<file path="src/rtl/pipe_pkg.sv">
`default_nettype none
// +----------------------------------------------------------------------+
// | pipe_pkg                                                             |
// | Shared pipeline constants, register-index type, latency helper.      |
// | Revision: 1.0                                                        |
// +----------------------------------------------------------------------+
package pipe_pkg;

    localparam int REG_IDX_W    = 4;
    localparam int DEF_ALU_LAT  = 2;
    localparam int DEF_LOAD_LAT = 3;

    typedef logic [REG_IDX_W-1:0] reg_idx_t;

    // With forwarding the ALU result is bypassed, so only the load's extra
    // cycles beyond the ALU path remain visible to the reader.
    function automatic int eff_lat(input logic is_load, input logic fwd_en,
                                   input int alu_lat, input int load_lat);
        if (fwd_en)
            return is_load ? (load_lat - alu_lat) : 0;
        else
            return is_load ? load_lat : alu_lat;
    endfunction

endpackage
`default_nettype wire

</file>
<file path="src/rtl/sb_timer.sv">
`default_nettype none
// +----------------------------------------------------------------------+
// | sb_timer                                                             |
// | Single-register pending-write countdown with a load port.            |
// | Revision: 1.0                                                        |
// +----------------------------------------------------------------------+
module sb_timer #(
    parameter int W = 2
) (
    input  logic         clock,
    input  logic         reset,
    input  logic         load,
    input  logic [W-1:0] load_val,
    output logic         busy
);

    logic [W-1:0] r_count;

    // A fresh load overrides the decrement so a later writer re-arms the timer.
    always_ff @(posedge clock or posedge reset) begin
        if (reset)
            r_count <= '0;
        else if (load)
            r_count <= load_val;
        else if (r_count != '0)
            r_count <= r_count - W'(1);
    end

    assign busy = (r_count != '0);

endmodule
`default_nettype wire

</file>
<file path="src/rtl/hazard_scoreboard.sv">
`default_nettype none
// +----------------------------------------------------------------------+
// | hazard_scoreboard                                                    |
// | Per-register pending-write scoreboard driving IF/ID and ID/EX stalls.|
// | Revision: 1.0                                                        |
// +----------------------------------------------------------------------+
module hazard_scoreboard
    import pipe_pkg::*;
#(
    parameter int REG_ADDR_W = REG_IDX_W,
    parameter int NUM_REGS   = 16,
    parameter int ALU_LAT    = DEF_ALU_LAT,
    parameter int LOAD_LAT   = DEF_LOAD_LAT,
    parameter int FWD_EN     = 0,
    parameter int R0_ZERO    = 1,
    parameter int CNT_W      = 16
) (
    input  logic                  clock,
    input  logic                  reset,
    input  logic                  id_valid,
    input  logic [REG_ADDR_W-1:0] id_op1,
    input  logic [REG_ADDR_W-1:0] id_op2,
    input  logic                  id_use1,
    input  logic                  id_use2,
    input  logic [REG_ADDR_W-1:0] id_dest,
    input  logic                  id_writes,
    input  logic                  id_is_load,
    input  logic                  flush,
    output logic                  has_hazard,
    output logic                  pc_write,
    output logic                  if_id_hold,
    output logic                  id_ex_bubble,
    output logic [CNT_W-1:0]      stall_count
);

    localparam int MAX_LAT = (ALU_LAT > LOAD_LAT) ? ALU_LAT : LOAD_LAT;
    localparam int TW      = (MAX_LAT > 0) ? $clog2(MAX_LAT + 1) : 1;
    localparam int SLOTS   = 1 << REG_ADDR_W;

    logic [SLOTS-1:0] w_busy;
    logic [TW-1:0]    w_lat;
    logic             w_hazard;
    logic             w_dest_tracked;
    logic             w_issue;
    logic [CNT_W-1:0] r_stall_cnt;

    assign w_lat = TW'(eff_lat(id_is_load, FWD_EN != 0, ALU_LAT, LOAD_LAT));

    assign w_dest_tracked = (int'(id_dest) < NUM_REGS) &&
                            !((R0_ZERO != 0) && (id_dest == '0));

    // Reset gating keeps the controls idle even if a flush arrives in reset.
    assign w_hazard = ~reset & id_valid & ~flush &
                      ((id_use1 & w_busy[id_op1]) | (id_use2 & w_busy[id_op2]));

    assign w_issue = id_valid & ~w_hazard & ~flush & id_writes & w_dest_tracked;

    for (genvar r = 0; r < SLOTS; r++) begin : g_slot
        if ((r >= NUM_REGS) || ((R0_ZERO != 0) && (r == 0))) begin : g_untracked
            assign w_busy[r] = 1'b0;
        end else begin : g_tracked
            sb_timer #(
                .W        (TW)
            ) u_timer (
                .clock    (clock),
                .reset    (reset),
                .load     (w_issue && (id_dest == REG_ADDR_W'(r))),
                .load_val (w_lat),
                .busy     (w_busy[r])
            );
        end
    end

    always_ff @(posedge clock or posedge reset) begin
        if (reset)
            r_stall_cnt <= '0;
        else if (w_hazard && (r_stall_cnt != '1))
            r_stall_cnt <= r_stall_cnt + CNT_W'(1);
    end

    assign has_hazard   = w_hazard;
    assign pc_write     = ~w_hazard;
    assign if_id_hold   = w_hazard;
    assign id_ex_bubble = ~reset & (w_hazard | flush);
    assign stall_count  = r_stall_cnt;

endmodule
`default_nettype wire
</file>
<file path="config.mk">
export PLATFORM = sky130hd
export DESIGN_NAME = hazard_scoreboard
export DESIGN_NICKNAME = d
export VERILOG_FILES = /design/src/rtl/pipe_pkg.sv /design/src/rtl/sb_timer.sv /design/src/rtl/hazard_scoreboard.sv
export SDC_FILE = /design/constraint.sdc
export NUM_CORES = 1
export LEC_CHECK = 0
export CORE_MARGIN = 3
export CORE_UTILIZATION = 35
export CTS_CLUSTER_DIAMETER = 60
export DETAILED_ROUTE_END_ITERATION = 7
export SYNTH_ARGS = -nofsm -noshare
export SYNTH_HDL_FRONTEND = slang
export SYNTH_HIERARCHICAL = 1
export SYNTH_SLANG_ARGS = --single-unit
</file>
<file path="constraint.sdc">
create_clock -name clock -period 6.4 [get_ports clock]
set_clock_uncertainty 0.15 [all_clocks]
set_input_delay 1.28 -clock clock [delete_from_list [all_inputs] [get_ports clock]]
set_output_delay 1.28 -clock clock [all_outputs]
set_load 0.1 [all_outputs]
</file>
==> results.yml <==
timing:
  min_period_ns: 4.94
  worst_slew_pin_slew_ns: 0.975
  tns_ns: 0
  holdWs_ns: 0.339
  rsz0062_at_grt: "false"
  relSlewSlack_pct: 34.8
  slew_violations: 0
  min_period_over_period_pct: 77.2
  max_freq_ghz: 0.202
  hold_viol: 0
  finalSetupViolations: 0
clocking:
  clk_root_buffer_cell: "clkbuf_8"
  ctsHtreeMaxLevel: 2
  cts_resized: 0
  cts_tree: "yes"
  clockBufferDepth: 2
  clk_latency_ns: 0.30
  cts_num_sinks: 46
  clk_pin_slew_ns: 0.09
  cts_buffers: 5
  cts_setup_buffers: 0
  cts_hold_buf: 0
logic_synthesis:
  synth_edf_count: 0
  ys_types: 43
  synth_top_area_share_pct: 36.5
  ys_seq_area_share_pct: 36.5
  synth_flop_cell: "dfrtp_1"
  syn_avg_cell_area_um2: 8.87
  yosys-top-cells-area: "dfrtp_1, inv_1, ha_1"
  syn-cell-area_um2: 3150
  ys_ff_latch: 46
  synth_top_area_cell: "dfrtp_1"
  synthArstFlopShare_pct: 100
  syn_inst: 355
  ys.warnings.count: 6
pwr:
  p_leak_nw: 1.70
  ir_drop_v: 0.000310
  power.density_nw_per_um2: 386
drt:
  via_per_inst: 4.78
  drcViolationCount: 0
  first_iter_violations: 93
  vias: 2465
  ant_nets: 0
  routedWlPerCell_um: 13.0
  totalWireLength_um: 6720
  first_pass_iters: 4
floorplanning:
  start_util_pct: 37.2
  die_height_um: 101
  core_area_um2: 8460
  std_cell_rows: 33
  die-area_um2: 10200
  die_w_um: 101
  io_pins: 40
critical_path:
  worst-setup-path-type: "input port to output pin"
  cp-start-kind: "input port"
  endpoint_kind: "output pin"
  cp_data_arrival_time_ns: 3.51
  crit_required_ns: 4.97
  path_max_fanout: 20
final_layout:
  area.growth.synth_to_final_pct: 19.8
  fin_area_um2: 3770
  drive_gt1_share_pct: 9.25
  final_common_cell: "inv_1"
  n_fill_cell: 831
  seq_area_um2: 1150
  final_cell_mix: "inv_1, dfrtp_1, nand2_1, clkdlybuf4s50_1, nor2b_1"
  instances_no_fill: 516
  multi_input_area_um2: 1760
  nets: 446
  diodes: 0
grt:
  busiest_layer: "met2"
  overflow: 0
  grt_util_met3_pct: 2.77
  grt_pass1_vias: 2452
  grt_util_met2_pct: 21.4
  grt.met1_usage_pct: 20.9
  grt_pass1_wl_um: 11700
  track_usage_pct: 14.3
  antenna_found_initial: 0
  grt_max_degree: 21
placed_design:
  port_buffers: 39
  gp_routability_congestion: 0.782
  dp.cells: 508
  place_area_um2: 3670
  dp_hpwl_um: 5200
job:
  maxCapViolations: 0
outcome:
  outcome: "complete, no violations"
worst_hold_path:
  hp-class: "register to register"
[cell usage after synthesis, types with 2 or more instances]
library cell,n
inv_1,63
dfrtp_1,46
nand2_1,41
nor2b_1,32
ha_1,16
o21ai_0,15
o31ai_2,15
xor2_1,15
xnor2_1,14
nand3_1,12
nor2_1,11
nor3_1,8
mux2i_1,6
nand4_1,6
mux2_2,5
nand2b_1,5
nor4_1,5
a21oi_1,4
nand3b_1,4
and3_1,3
buf_6,3
buf_2,2
mux4_2,2
nand4b_1,2
o2111ai_1,2
[sequential cells by signal (all words and copies together), names as in the netlist]
name / cells
stall_count: 16
g_slot.g_tracked.u_timer/r_count: 30
[critical path, cell delays in order]
cell	delay [ns]
clkdlybuf4s50_1	0.70
mux4_2	0.55
o211ai_1	0.16
nand4b_1	0.14
buf_4	0.23
a21oi_1	0.14
nor2_1	0.05
buf_4	0.24
[final cells by class]
class	count	share of cell area, %
clock buffer	6	2.19
clock inverter	2	0.431
inverter	63	6.27
multi-input combinational	253	46.7
sequential	46	30.5
tap	105	3.48
timing repair buffer	41	10.5
[final timing paths]
check	endpoint	start	cells past startpoint	slack [ns]
max reg2reg	g_slot[4].g_tracked.u_timer/r_count[0]$_DFFE_PP0P_	g_slot[5].g_tracked.u_timer/r_count[0]$_DFFE_PP0P_	11	3.22
max in group asynchronous	stall_count[0]$_DFFE_PP0P_	reset	3	4.13
min	stall_count[8]$_DFFE_PP0P_	stall_count[8]$_DFFE_PP0P_	1	0.34
max	id_ex_bubble	id_op1[0]	8	1.46
min in group asynchronous	g_slot[8].g_tracked.u_timer/r_count[1]$_DFFE_PP0P_	reset	3	1.21
min reg2reg	stall_count[8]$_DFFE_PP0P_	stall_count[8]$_DFFE_PP0P_	1	0.34
[logic make-up after synthesis]
group / synth area share [%]
buf+inv: 9.25
compound gates: 11.3
mux: 5.48
simple gates: 22.9
xor+xnor: 8.06
flops: 36.5
other cells: 0.119
fa+ha+maj: 6.35
[per-layer routing]
metal / part of all wire (%) / vias to the layer above / wire length [um]
met1: 51 / 1150 / 3440
met2: 44 / 40 / 2950
met3: 3.5 / 8 / 233
met4: 1.4 / 0 / 97
met5: 0 / - / 0
li1: - / 1267 / -
[through the flow]
stage          total power (W)  setup slack, ns  util, %
2_1_floorplan          0.00110            0.674        -
3_3_place_gp           0.00124             1.46     43.4
3_5_place_dp           0.00127             1.47     43.4
4_1_cts                0.00148             1.45     44.6
5_1_grt                0.00160             1.30     44.6
6_report               0.00146             1.46     44.6
[report_power, final]
| part | switching (W) | internal, W |
|---|---|---|
| clock | 0.000107 | 0.0000891 |
| sequential | 0.0000741 | 0.000412 |
| combinational | 0.000435 | 0.000341 |
Note: power is estimated with default switching activity, not from simulation.
